`src/rtl/ca_code_if.sv`:
```
`default_nettype none
// ============================================================================
// Module      : ca_code_if
// Description : Control and chip-output bundle of the GPS L1 C/A code
//               generator. The master side selects the PRN, advances the
//               code and receives the replica chip.
// Revision    : 1.0 - initial release
// ============================================================================
interface ca_code_if;
  logic       g2_init;  // 1: tap-select mode, 0: G2 initial-state mode
  logic [9:0] init;     // PRN selector, sampled while rst is high
  logic       rd;       // advance one chip per clock when high
  logic       chip;     // current code chip

  modport master (output g2_init, output init, output rd, input chip);
  modport slave  (input g2_init, input init, input rd, output chip);
endinterface
`default_nettype wire

```
`src/rtl/ca_code.sv`:
```
`default_nettype none
// ============================================================================
// Module      : ca_code
// Description : GPS L1 C/A (Gold) code generator. G1 (1+x^3+x^10) and G2
//               (1+x^2+x^3+x^6+x^8+x^9+x^10) are combined either through a
//               G2 phase-selector tap pair or through G2 stage 10 with an
//               explicit G2 start state. One chip per enabled clock; the
//               1023-chip epoch is enforced by a chip counter.
// Revision    : 1.0 - initial release
// ============================================================================
module ca_code (
  input  logic       clk,
  input  logic       rst,
  ca_code_if.slave   bus
);

  localparam logic [9:0] C_LAST_CHIP = 10'd1022;

  // Stage k of each register lives at bit index k (stage 1 = feedback input).
  logic [10:1] g1_q, g1_d;
  logic [10:1] g2_q, g2_d;
  logic [10:1] g2_seed_q, g2_seed_d;   // G2 reload value for each epoch
  logic        mode_q, mode_d;         // 1: tap-select, 0: delay mode
  logic [3:0]  tap_a_q, tap_a_d;
  logic [3:0]  tap_b_q, tap_b_d;
  logic [9:0]  cnt_q, cnt_d;

  logic [10:1] w_seed;
  logic        w_g1_fb;
  logic        w_g2_fb;
  logic        w_tap_a_bit;
  logic        w_tap_b_bit;

  // G2 value loaded at reset; an all-zero start state would lock the LFSR.
  always_comb begin
    w_seed = '1;
    if (!bus.g2_init && (bus.init != 10'd0)) begin
      w_seed = bus.init;
    end
  end

  // Phase-selector taps; out-of-range tap numbers contribute nothing.
  always_comb begin
    w_tap_a_bit = 1'b0;
    w_tap_b_bit = 1'b0;
    for (int k = 1; k <= 10; k++) begin
      if (tap_a_q == 4'(k)) w_tap_a_bit = g2_q[k];
      if (tap_b_q == 4'(k)) w_tap_b_bit = g2_q[k];
    end
  end

  assign w_g1_fb = g1_q[3] ^ g1_q[10];
  assign w_g2_fb = g2_q[2] ^ g2_q[3] ^ g2_q[6] ^ g2_q[8] ^ g2_q[9] ^ g2_q[10];

  assign bus.chip = mode_q ? (g1_q[10] ^ w_tap_a_bit ^ w_tap_b_bit)
                           : (g1_q[10] ^ g2_q[10]);

  // Next-state for an advance: shift both LFSRs, or reload at the epoch end.
  always_comb begin
    g1_d      = g1_q;
    g2_d      = g2_q;
    cnt_d     = cnt_q;
    g2_seed_d = g2_seed_q;
    mode_d    = mode_q;
    tap_a_d   = tap_a_q;
    tap_b_d   = tap_b_q;
    if (bus.rd) begin
      if (cnt_q == C_LAST_CHIP) begin
        cnt_d = 10'd0;
        g1_d  = '1;
        g2_d  = g2_seed_q;
      end else begin
        cnt_d = cnt_q + 10'd1;
        g1_d  = {g1_q[9:1], w_g1_fb};
        g2_d  = {g2_q[9:1], w_g2_fb};
      end
    end
  end

  // State registers; reset captures the PRN selection and restarts at chip 0.
  always_ff @(posedge clk) begin
    if (rst) begin
      g1_q      <= '1;
      g2_q      <= w_seed;
      g2_seed_q <= w_seed;
      mode_q    <= bus.g2_init;
      tap_a_q   <= bus.init[7:4];
      tap_b_q   <= bus.init[3:0];
      cnt_q     <= 10'd0;
    end else begin
      g1_q      <= g1_d;
      g2_q      <= g2_d;
      g2_seed_q <= g2_seed_d;
      mode_q    <= mode_d;
      tap_a_q   <= tap_a_d;
      tap_b_q   <= tap_b_d;
      cnt_q     <= cnt_d;
    end
  end

endmodule
`default_nettype wire

```
`src/flat_wrapper.sv`:
```
// flat-port wrapper written by rule: the top's interface ports become plain ports
module ca_code_flat 
  (clk, rst, bus_g2_init, bus_init, bus_rd, bus_chip);
  ca_code_if bus_i ();
  input  logic clk;
  input  logic rst;
  input wire logic [$bits(bus_i.g2_init)-1:0] bus_g2_init;
  input wire logic [$bits(bus_i.init)-1:0] bus_init;
  input wire logic [$bits(bus_i.rd)-1:0] bus_rd;
  output wire logic [$bits(bus_i.chip)-1:0] bus_chip;
  assign bus_i.g2_init = bus_g2_init;
  assign bus_i.init = bus_init;
  assign bus_i.rd = bus_rd;
  assign bus_chip = bus_i.chip;
  ca_code u_core (.clk(clk), .rst(rst), .bus(bus_i));
endmodule
```
`config.mk`:
```
export PLATFORM = sky130hd
export DESIGN_NAME = ca_code_flat
export DESIGN_NICKNAME = d
export VERILOG_FILES = /design/src/rtl/ca_code_if.sv /design/src/rtl/ca_code.sv /design/src/flat_wrapper.sv
export SDC_FILE = /design/constraint.sdc
export NUM_CORES = 1
export LEC_CHECK = 0
export BUFFER_PORTS_ARGS = -buffer_cell sky130_fd_sc_hd__buf_4
export CAP_MARGIN = 20
export CORE_UTILIZATION = 53
export DETAILED_ROUTE_END_ITERATION = 8
export PLACE_DENSITY = 0.83
export SLEW_MARGIN = 20
export SYNTH_ARGS = -nofsm -noshare
export SYNTH_HDL_FRONTEND = slang
export SYNTH_SLANG_ARGS = --single-unit
```
`constraint.sdc`:
```
create_clock -name clk -period 2.2 [get_ports clk]
set_input_delay 0.33 -clock clk [delete_from_list [all_inputs] [get_ports clk]]
set_output_delay 0.33 -clock clk [all_outputs]
set_load 0.005 [all_outputs]
```
==> results of run 1 <==
[cell usage after synthesis]
library cell | number | share of area (%)
ha_1 | 2 | 1.1
a21o_1 | 3 | 1.0
a32oi_1 | 1 | 0.39
buf_2 | 1 | 0.22
a31oi_1 | 2 | 0.56
and3b_4 | 1 | 0.56
mux2_2 | 1 | 0.50
a211o_1 | 1 | 0.39
nor4_1 | 2 | 0.56
edfxtp_1 | 29 | 39
o31ai_1 | 1 | 0.33
inv_1 | 5 | 0.84
xnor2_1 | 10 | 3.9
mux4_2 | 2 | 2.0
xor2_1 | 6 | 2.3
nand3_1 | 1 | 0.22
and2b_4 | 1 | 0.45
or2_2 | 1 | 0.28
a221o_2 | 1 | 0.50
a21oi_1 | 1 | 0.22
nand3b_1 | 1 | 0.33
or3_1 | 1 | 0.28
buf_1 | 1 | 0.17
nand2_1 | 26 | 4.3
dfxtp_1 | 20 | 18
nor2_1 | 17 | 2.8
and3_1 | 1 | 0.28
a2111oi_0 | 1 | 0.39
mux2i_1 | 20 | 8.9
nor2b_1 | 2 | 0.56
o21ai_0 | 13 | 2.9
o21bai_1 | 1 | 0.33
a2bb2oi_1 | 1 | 0.39
o32ai_1 | 1 | 0.39
nand2b_1 | 12 | 3.3
clkbuf_1 | 4 | 0.67
nand4_1 | 3 | 0.84
[final cells by class]
class	instances	area, sq um
clock buffer	7	97.6
clock inverter	1	5.00
fill	310	1440
inverter	5	18.8
multi-input combinational	137	943
sequential	49	1270
tap	50	62.6
timing repair buffer	25	188
[critical path: stages (launching register included)]
cell and delay (ps):
edfxtp_1 430, mux4_2 500, nand3b_1 110, a32oi_1 140
or3_1 390, a31oi_2 170, xnor2_1 140, buf_4 130
[through the flow]
stage / TNS, ps / instances / util (%) / power (W) / area (sq um)
detailed placement: -173 / 266 / 61.3 / 0.00134 / 2470
finish: -423 / 274 / 64.2 / 0.00190 / 2590
global placement: -123 / 266 / 61.3 / 0.00133 / 2470
floorplan: 0 / 197 / - / 0.00124 / 2240
global route: -501 / 274 / 64.2 / 0.00198 / 2590
CTS: -429 / 274 / 64.2 / 0.00192 / 2590
[cells in the final DEF, fill, tap and decap left out, types with 2 or more instances in the layout]
| cell | count |
|---|---|
| ha_1 | 2 |
| nor2b_1 | 2 |
| nand2b_1 | 12 |
| nor4_1 | 2 |
| xnor2_1 | 10 |
| buf_4 | 25 |
| clkbuf_8 | 5 |
| xor2_1 | 6 |
| a21o_1 | 3 |
| inv_1 | 5 |
| nand4_1 | 3 |
| mux2i_1 | 20 |
| edfxtp_1 | 29 |
| mux4_2 | 2 |
| o21ai_0 | 13 |
| dfxtp_1 | 20 |
| nand2_1 | 26 |
| nor2_1 | 17 |
[power by group]
part / internal, W / switching, W
registers: 0.00104 / 0.0000421
clock network: 0.000292 / 0.000285
logic: 0.000134 / 0.000114
[layer usage]
metal / share of wire, % / routed length, um / track usage, % / vias to the layer above
met1: 47 / 1820 / 25.6 / 688
li1: - / - / - / 752
met3: 3.1 / 120 / 5.65 / 5
met5: 0 / 0 / 0 / -
met4: 1.2 / 46 / 7.18 / 0
met2: 49 / 1880 / 30.9 / 28
[cells by family (layout without fill, tap and decap cells)]
kind of cell,count (synthesis),count (layout)
xor gates and xnor gates,16,16
muxes,23,23
and+or+nand+nor,69,69
adders and majority gates,2,2
AOI/OAI and AO/OA,27,27
buffers and inverters,11,38
DFF,49,49
[repair_timing]
action / 4_1_cts / 5_1_grt
gates cloned: 0 / 0
buffers inserted: 0 / 0
hold buffers: 0 / 0
pin swaps: 2 / 0
resized for setup: 3 / 0
setup endpoints to repair: 1 / 1
[sequential cells by signal (all words and copies together), names as in the netlist]
| signal | flops |
|---|---|
| u_core.tap_a_d | 4 |
| u_core.g2_seed_d | 10 |
| u_core.mode_d | 1 |
| u_core.cnt_q | 10 |
| u_core.g2_q | 10 |
| u_core.tap_b_d | 4 |
| u_core.g1_q | 10 |
[worst max-delay path by stage]
stage,endpoint,cells after the start
6_report,bus_chip,7
5_1_grt,bus_chip,7
4_1_cts,bus_chip,7
3_5_place_dp,bus_chip,7
3_3_place_gp,bus_chip,7
2_1_floorplan,bus_chip,5
==> summary.md, run 1 <==
| Metric | Value |
|---|---|
| Run status | `finished with violations` |
| Failing checks | `setup timing` |
| DRC viols | `0` |
| CTS Root Cell | `clkbuf_8` |
| Max-slew violations | `0` |
| Min-Delay Path Class | `in2reg` |
| Crit path launch | `u_core.g2_q[6]` |
| TritonCTS clock tree | `done` |
| Sequential area share after synthesis | `56.6%` |
| Skew final | `4.94 ps` |
| Slew @ Worst Pin | `920 ps` |
| Synth Area in XOR/XNOR | `6.24%` |
| CTS clk-pin slew, worst paths | `90 ps` |
| Core area | `4030 sq um` |
| Die area | `4500 sq um` |
| Syn_area_per_cell | `11.4 sq um` |
| Ant diodes | `0` |
| IO Count | `15` |
| FF-to-FF path depth | `7` |
| Mapped Area | `2240 sq um` |
| Die Span Y | `67.1 um` |
| Vias/cell | `5.38` |
| Place WS | `-173 ps` |
| Worst Path Required | `1870 ps` |
| Crit path launch type | `flip-flop` |
| Largest family of logic cells by synthesized area | `simple AND/OR/NAND/NOR gates` |
| Via Count | `1473` |
| Setup crit end kind | `output port` |
| P_leak | `0.977 nW` |
| Routed len/inst | `14.1 um` |
| Final nets | `239` |
| Synth Net Count | `213` |
| Compound-Gate Fraction of Synth Area | `7.80%` |
| Post-synthesis mux area share | `11.4%` |
| Die Wd | `67.1 um` |
| CP Class | `reg2out` |
| Vias in the first global route | `1380` |
| Synth Warn # | `0` |
| Num CTS Buffers | `5` |
| Hold EP | `u_core.mode_d` |
| Total track usage | `19.7%` |
| Synth-to-Final Area Change | `15.2%` |
| First-pass GRT wire length | `6310 um` |
| Power per cell area | `736 nW/um^2` |
| Initial core utilization | `55.7%` |
| Remaining Overflow, GRT | `0` |
| DRT antenna net count | `0` |
| Final worst slack | `-423 ps` |
| Final Hold Violating Endpoints | `0` |
| Port bufs | `14` |
| RSZ-0062 raised after global routing | `yes` |
| Buffers from clock root to sink, at most | `2` |
| Peak supply drop | `0.000590 V` |
| Pre-Repair DR Iteration Count | `4` |
| H-Tree Depth | `2` |
| WHS Path Cells | `1` |
| Core Rows | `23` |
| Setup-failing EPs final | `1` |
| Reg-to-Reg Start | `u_core.cnt_q[0]` |
| Layout cells sized above 1 | `18.3%` |
| Final period util | `119%` |
| Tmin final | `2620 ps` |
| Max_cap viols | `0` |
| Simple-gate share of the synthesized area | `14.9%` |
| Antenna violations before repair | `0` |
| Initial detailed-routing violation count | `47` |
| Worst skew pair latency | `300 ps` |
| Post-synthesis adder-cell area fraction | `1.11%` |
| Largest net degree at the start of global routing | `44` |
| FF-to-FF End | `u_core.g1_q[2]` |
| Synth unique cells | `37` |
| Flops & latches, synth | `49` |
| Worst reg-to-reg setup slack | `340 ps` |
| Max Clock Freq | `381 MHz` |
| Hpwl dp | `2720 um` |
| Crit path DAT | `2290 ps` |
| Placer Congestion | `0.789` |
| Crit-path max FO | `4` |
| HP Start | `bus_g2_init` |
| Clock sinks | `49` |
| WL final | `3860 um` |
| Max transition margin | `38.4%` |
| Fin Hold WS | `213 ps` |
| Post-Syn Instances | `197` |
Power figures use the tool's default switching activity.
==> run 2: changes to the inputs <==
--- a/config.mk
+++ b/config.mk
@@ -9,7 +9,7 @@
 export CAP_MARGIN = 20
 export CORE_UTILIZATION = 53
 export DETAILED_ROUTE_END_ITERATION = 8
-export PLACE_DENSITY = 0.83
+export PLACE_DENSITY = 0.85
 export SLEW_MARGIN = 20
 export SYNTH_ARGS = -nofsm -noshare
 export SYNTH_HDL_FRONTEND = slang
==> constraint.sdc (replaced) <==
create_clock -name clk -period 2.2 [get_ports clk]
set_input_delay 0.33 -clock clk [delete_from_list [all_inputs] [get_ports clk]]
set_output_delay 0.33 -clock clk [all_outputs]
set_load 0.1 [all_outputs]
==> summary.md, run 2 (same netlist as run 1, synthesis figures left out) <==
| Metric | Value |
|---|---|
| Min-Delay Path Class | `in2reg (unchanged)` |
| Fillcell total | `302 (was 310)` |
| RSZ-0062 raised after global routing | `yes (unchanged)` |
| Most crowded layer after global routing | `met2 (unchanged)` |
| Skew final | `6.87 ps (was 4.94 ps)` |
| Reg-to-Reg Start | `u_core.cnt_q[4] (was u_core.cnt_q[0])` |
| Failing checks | `setup timing (unchanged)` |
| Internal power | `0.00154 W (was 0.00146 W)` |
| Worst skew pair latency | `300 ps (about the same)` |
| Setup-failing EPs final | `1 (unchanged)` |
| Finished Layout Cells | `282 (was 274)` |
| Peak supply drop | `0.000492 V (was 0.000590 V)` |
| Via Count | `1524 (was 1473)` |
| Most frequent cells in the layout | `buf_4, edfxtp_1, nand2_1, mux2i_1, dfxtp_1 (was edfxtp_1, nand2_1, buf_4, mux2i_1, dfxtp_1)` |
| Hold-fix buffers, CTS | `0 (unchanged)` |
| Max transition margin | `36.2% (was 38.4%)` |
| Max_cap viols | `0 (unchanged)` |
| Stages on worst setup path | `7 (unchanged)` |
| Core area | `4030 sq um (unchanged)` |
| CTS Root Cell | `clkbuf_8 (unchanged)` |
| Initial detailed-routing violation count | `88 (was 47)` |
| Worst-path cell with the longest stage delay | `mux4_2 (unchanged)` |
| Vias/cell | `5.40 (was 5.38)` |
| Buffers from clock root to sink, at most | `2 (unchanged)` |
| Slew @ Worst Pin | `953 ps (was 920 ps)` |
| WL final | `4090 um (was 3860 um)` |
| Met3 usage | `5.48% (was 5.65%)` |
| CTS clk-pin slew, worst paths | `80 ps (was 90 ps)` |
| Initial core utilization | `55.7% (unchanged)` |
| P_leak | `1.04 nW (was 0.977 nW)` |
| Remaining Overflow, GRT | `0 (unchanged)` |
| Final worst slack | `-555 ps (was -423 ps)` |
| Die Span Y | `67.1 um (unchanged)` |
| Largest net degree at the start of global routing | `44 (unchanged)` |
| Placer Congestion | `0.795 (was 0.789)` |
| Power per cell area | `749 nW/um^2 (was 736 nW/um^2)` |
| Tmin final | `2750 ps (was 2620 ps)` |
| Critical Path Sink | `bus_chip (unchanged)` |
| Final Hold Violating Endpoints | `0 (unchanged)` |
| Crit path launch | `u_core.g2_q[7] (was u_core.g2_q[6])` |
| Worst Path Required | `1870 ps (about the same)` |
| Vias in the first global route | `1427 (was 1380)` |
| WP buf/inv | `2 (was 1)` |
| Switching pwr | `0.000490 W (was 0.000441 W)` |
| Util after Layout | `67.2% (was 64.2%)` |
| Clock power share | `30.2% (was 30.3%)` |
| Hpwl dp | `2880 um (was 2720 um)` |
| Crit path launch type | `flip-flop (unchanged)` |
| Sw Ratio | `24.2% (was 23.2%)` |
| Slowest Stage Delay on Critical Path | `450 ps (was 500 ps)` |
| FF-to-FF End | `u_core.g2_q[3] (was u_core.g1_q[2])` |
| Max-slew violations | `0 (unchanged)` |
| Die area | `4500 sq um (unchanged)` |
| Max Clock Freq | `363 MHz (was 381 MHz)` |
| H-Tree Depth | `2 (unchanged)` |
| DRC viols | `0 (unchanged)` |
| Placed insts | `271 (was 266)` |
| CP Class | `reg2out (unchanged)` |
| Ant diodes | `0 (unchanged)` |
| Place WS | `-379 ps (was -173 ps)` |
| Pre-Repair DR Iteration Count | `4 (unchanged)` |
| Met1 Use GR | `25.9% (was 25.6%)` |
| Crit path DAT | `2420 ps (was 2290 ps)` |
| Routed len/inst | `14.5 um (was 14.1 um)` |
| Final nets | `247 (was 239)` |
| Commonest non-fill, non-tap cell in the layout | `buf_4 (was edfxtp_1)` |
| CP delay by family, top | `simple AND/OR/NAND/NOR gates (was multiplexers)` |
| Routing usage on met2 | `32.9% (was 30.9%)` |
| Run status | `finished with violations (unchanged)` |
| Die Wd | `67.1 um (unchanged)` |
| Total track usage | `20.7% (was 19.7%)` |
| Port bufs | `14 (unchanged)` |
| Core Rows | `23 (unchanged)` |
| Synth-to-Final Area Change | `20.6% (was 15.2%)` |
| DRT antenna net count | `0 (unchanged)` |
| Layout cells sized above 1 | `22.8% (was 18.3%)` |
| Gate power share | `16.8% (was 13.0%)` |
| Crit-path max FO | `2 (was 4)` |
| Clock sinks | `49 (unchanged)` |
| Setup crit end kind | `output port (unchanged)` |
| TritonCTS clock tree | `done (unchanged)` |
| Num CTS Buffers | `5 (unchanged)` |
| Antenna violations before repair | `0 (unchanged)` |
| Sequential Power Share | `53.1% (was 56.7%)` |
| Worst reg-to-reg setup slack | `200 ps (was 340 ps)` |
| First-pass GRT wire length | `6530 um (was 6310 um)` |
| FF-to-FF path depth | `6 (was 7)` |
| IO Count | `15 (unchanged)` |
| Final period util | `125% (was 119%)` |
| Critical Path, Cell by Cell | `buf_4, mux4_2, and3b_4, or3_4, a31oi_4, xnor2_4, buf_12 (was mux4_2, nand3b_1, a32oi_1, or3_1, a31oi_2, xnor2_1, buf_4)` |
==> run 2: how the worst min path moves through the flow <==
stage	startpoint	endpoint	slack, ps	cells past startpoint
final	bus_init[7]	u_core.tap_a_d[3]	220	1
after global routing	bus_init[7]	u_core.tap_a_d[3]	210	1
after CTS	bus_init[7]	u_core.tap_a_d[3]	210	1
after detailed placement	u_core.g1_q[9]	u_core.g1_q[9]	460	2
after global placement	u_core.g1_q[6]	u_core.g1_q[6]	450	2
after floorplan	bus_g2_init	u_core.mode_d	430	0
==> run 2: repair_timing <==
action | CTS | global route
gates resized for setup | 3 | 0
buffers inserted | 2 | 1
pin swaps | 1 | 0
endpoints found under the hold margin | 0 | 0
endpoints found under the setup margin | 1 | 1
==> run 2: metrics by stage <==
step / TNS (ps) / hold WS, ps / area [sq um] / power, W
floorplan: -207 / 429 / 2290 / 0.00130
global placement: -293 / 454 / 2560 / 0.00140
detailed placement: -379 / 459 / 2560 / 0.00142
CTS: -562 / 206 / 2700 / 0.00205
global route: -652 / 205 / 2710 / 0.00212
finish: -555 / 216 / 2710 / 0.00203
==> run 2: final cells by class <==
cell class | count | area (sq um) | share of cell area [%]
inverters | 5 | 18.8 | 0.693
flip-flops and latches | 49 | 1270 | 47.0
clock buffers | 7 | 108 | 3.98
multi-input cells | 137 | 980 | 36.2
clock inverters | 1 | 6.26 | 0.231
repair buffers | 33 | 260 | 9.62
well taps | 50 | 62.6 | 2.31
==> run 2: routing by layer <==
layer	vias up	wire, um
met1	714	1860
met2	37	1940
met5	-	0
met4	0	93
li1	767	-
met3	6	193
==> run 2: worst reg2reg max path, cell delays in order (launching register included) <==
cell     delay [ps]
dfxtp_1         390
and3_1          210
nand3_1         110
nor2_1          400
buf_4           300
mux2i_1         190
o21ai_0         120
==> run 2: power groups by stage <==
stage | Sequential [W] | Combinational [W] | Clock [W]
2_1_floorplan | 0.00109 | 0.000206 | 0
3_3_place_gp | 0.00109 | 0.000308 | 0
3_5_place_dp | 0.00110 | 0.000319 | 0
4_1_cts | 0.00108 | 0.000337 | 0.000631
5_1_grt | 0.00108 | 0.000366 | 0.000668
6_report | 0.00108 | 0.000340 | 0.000612
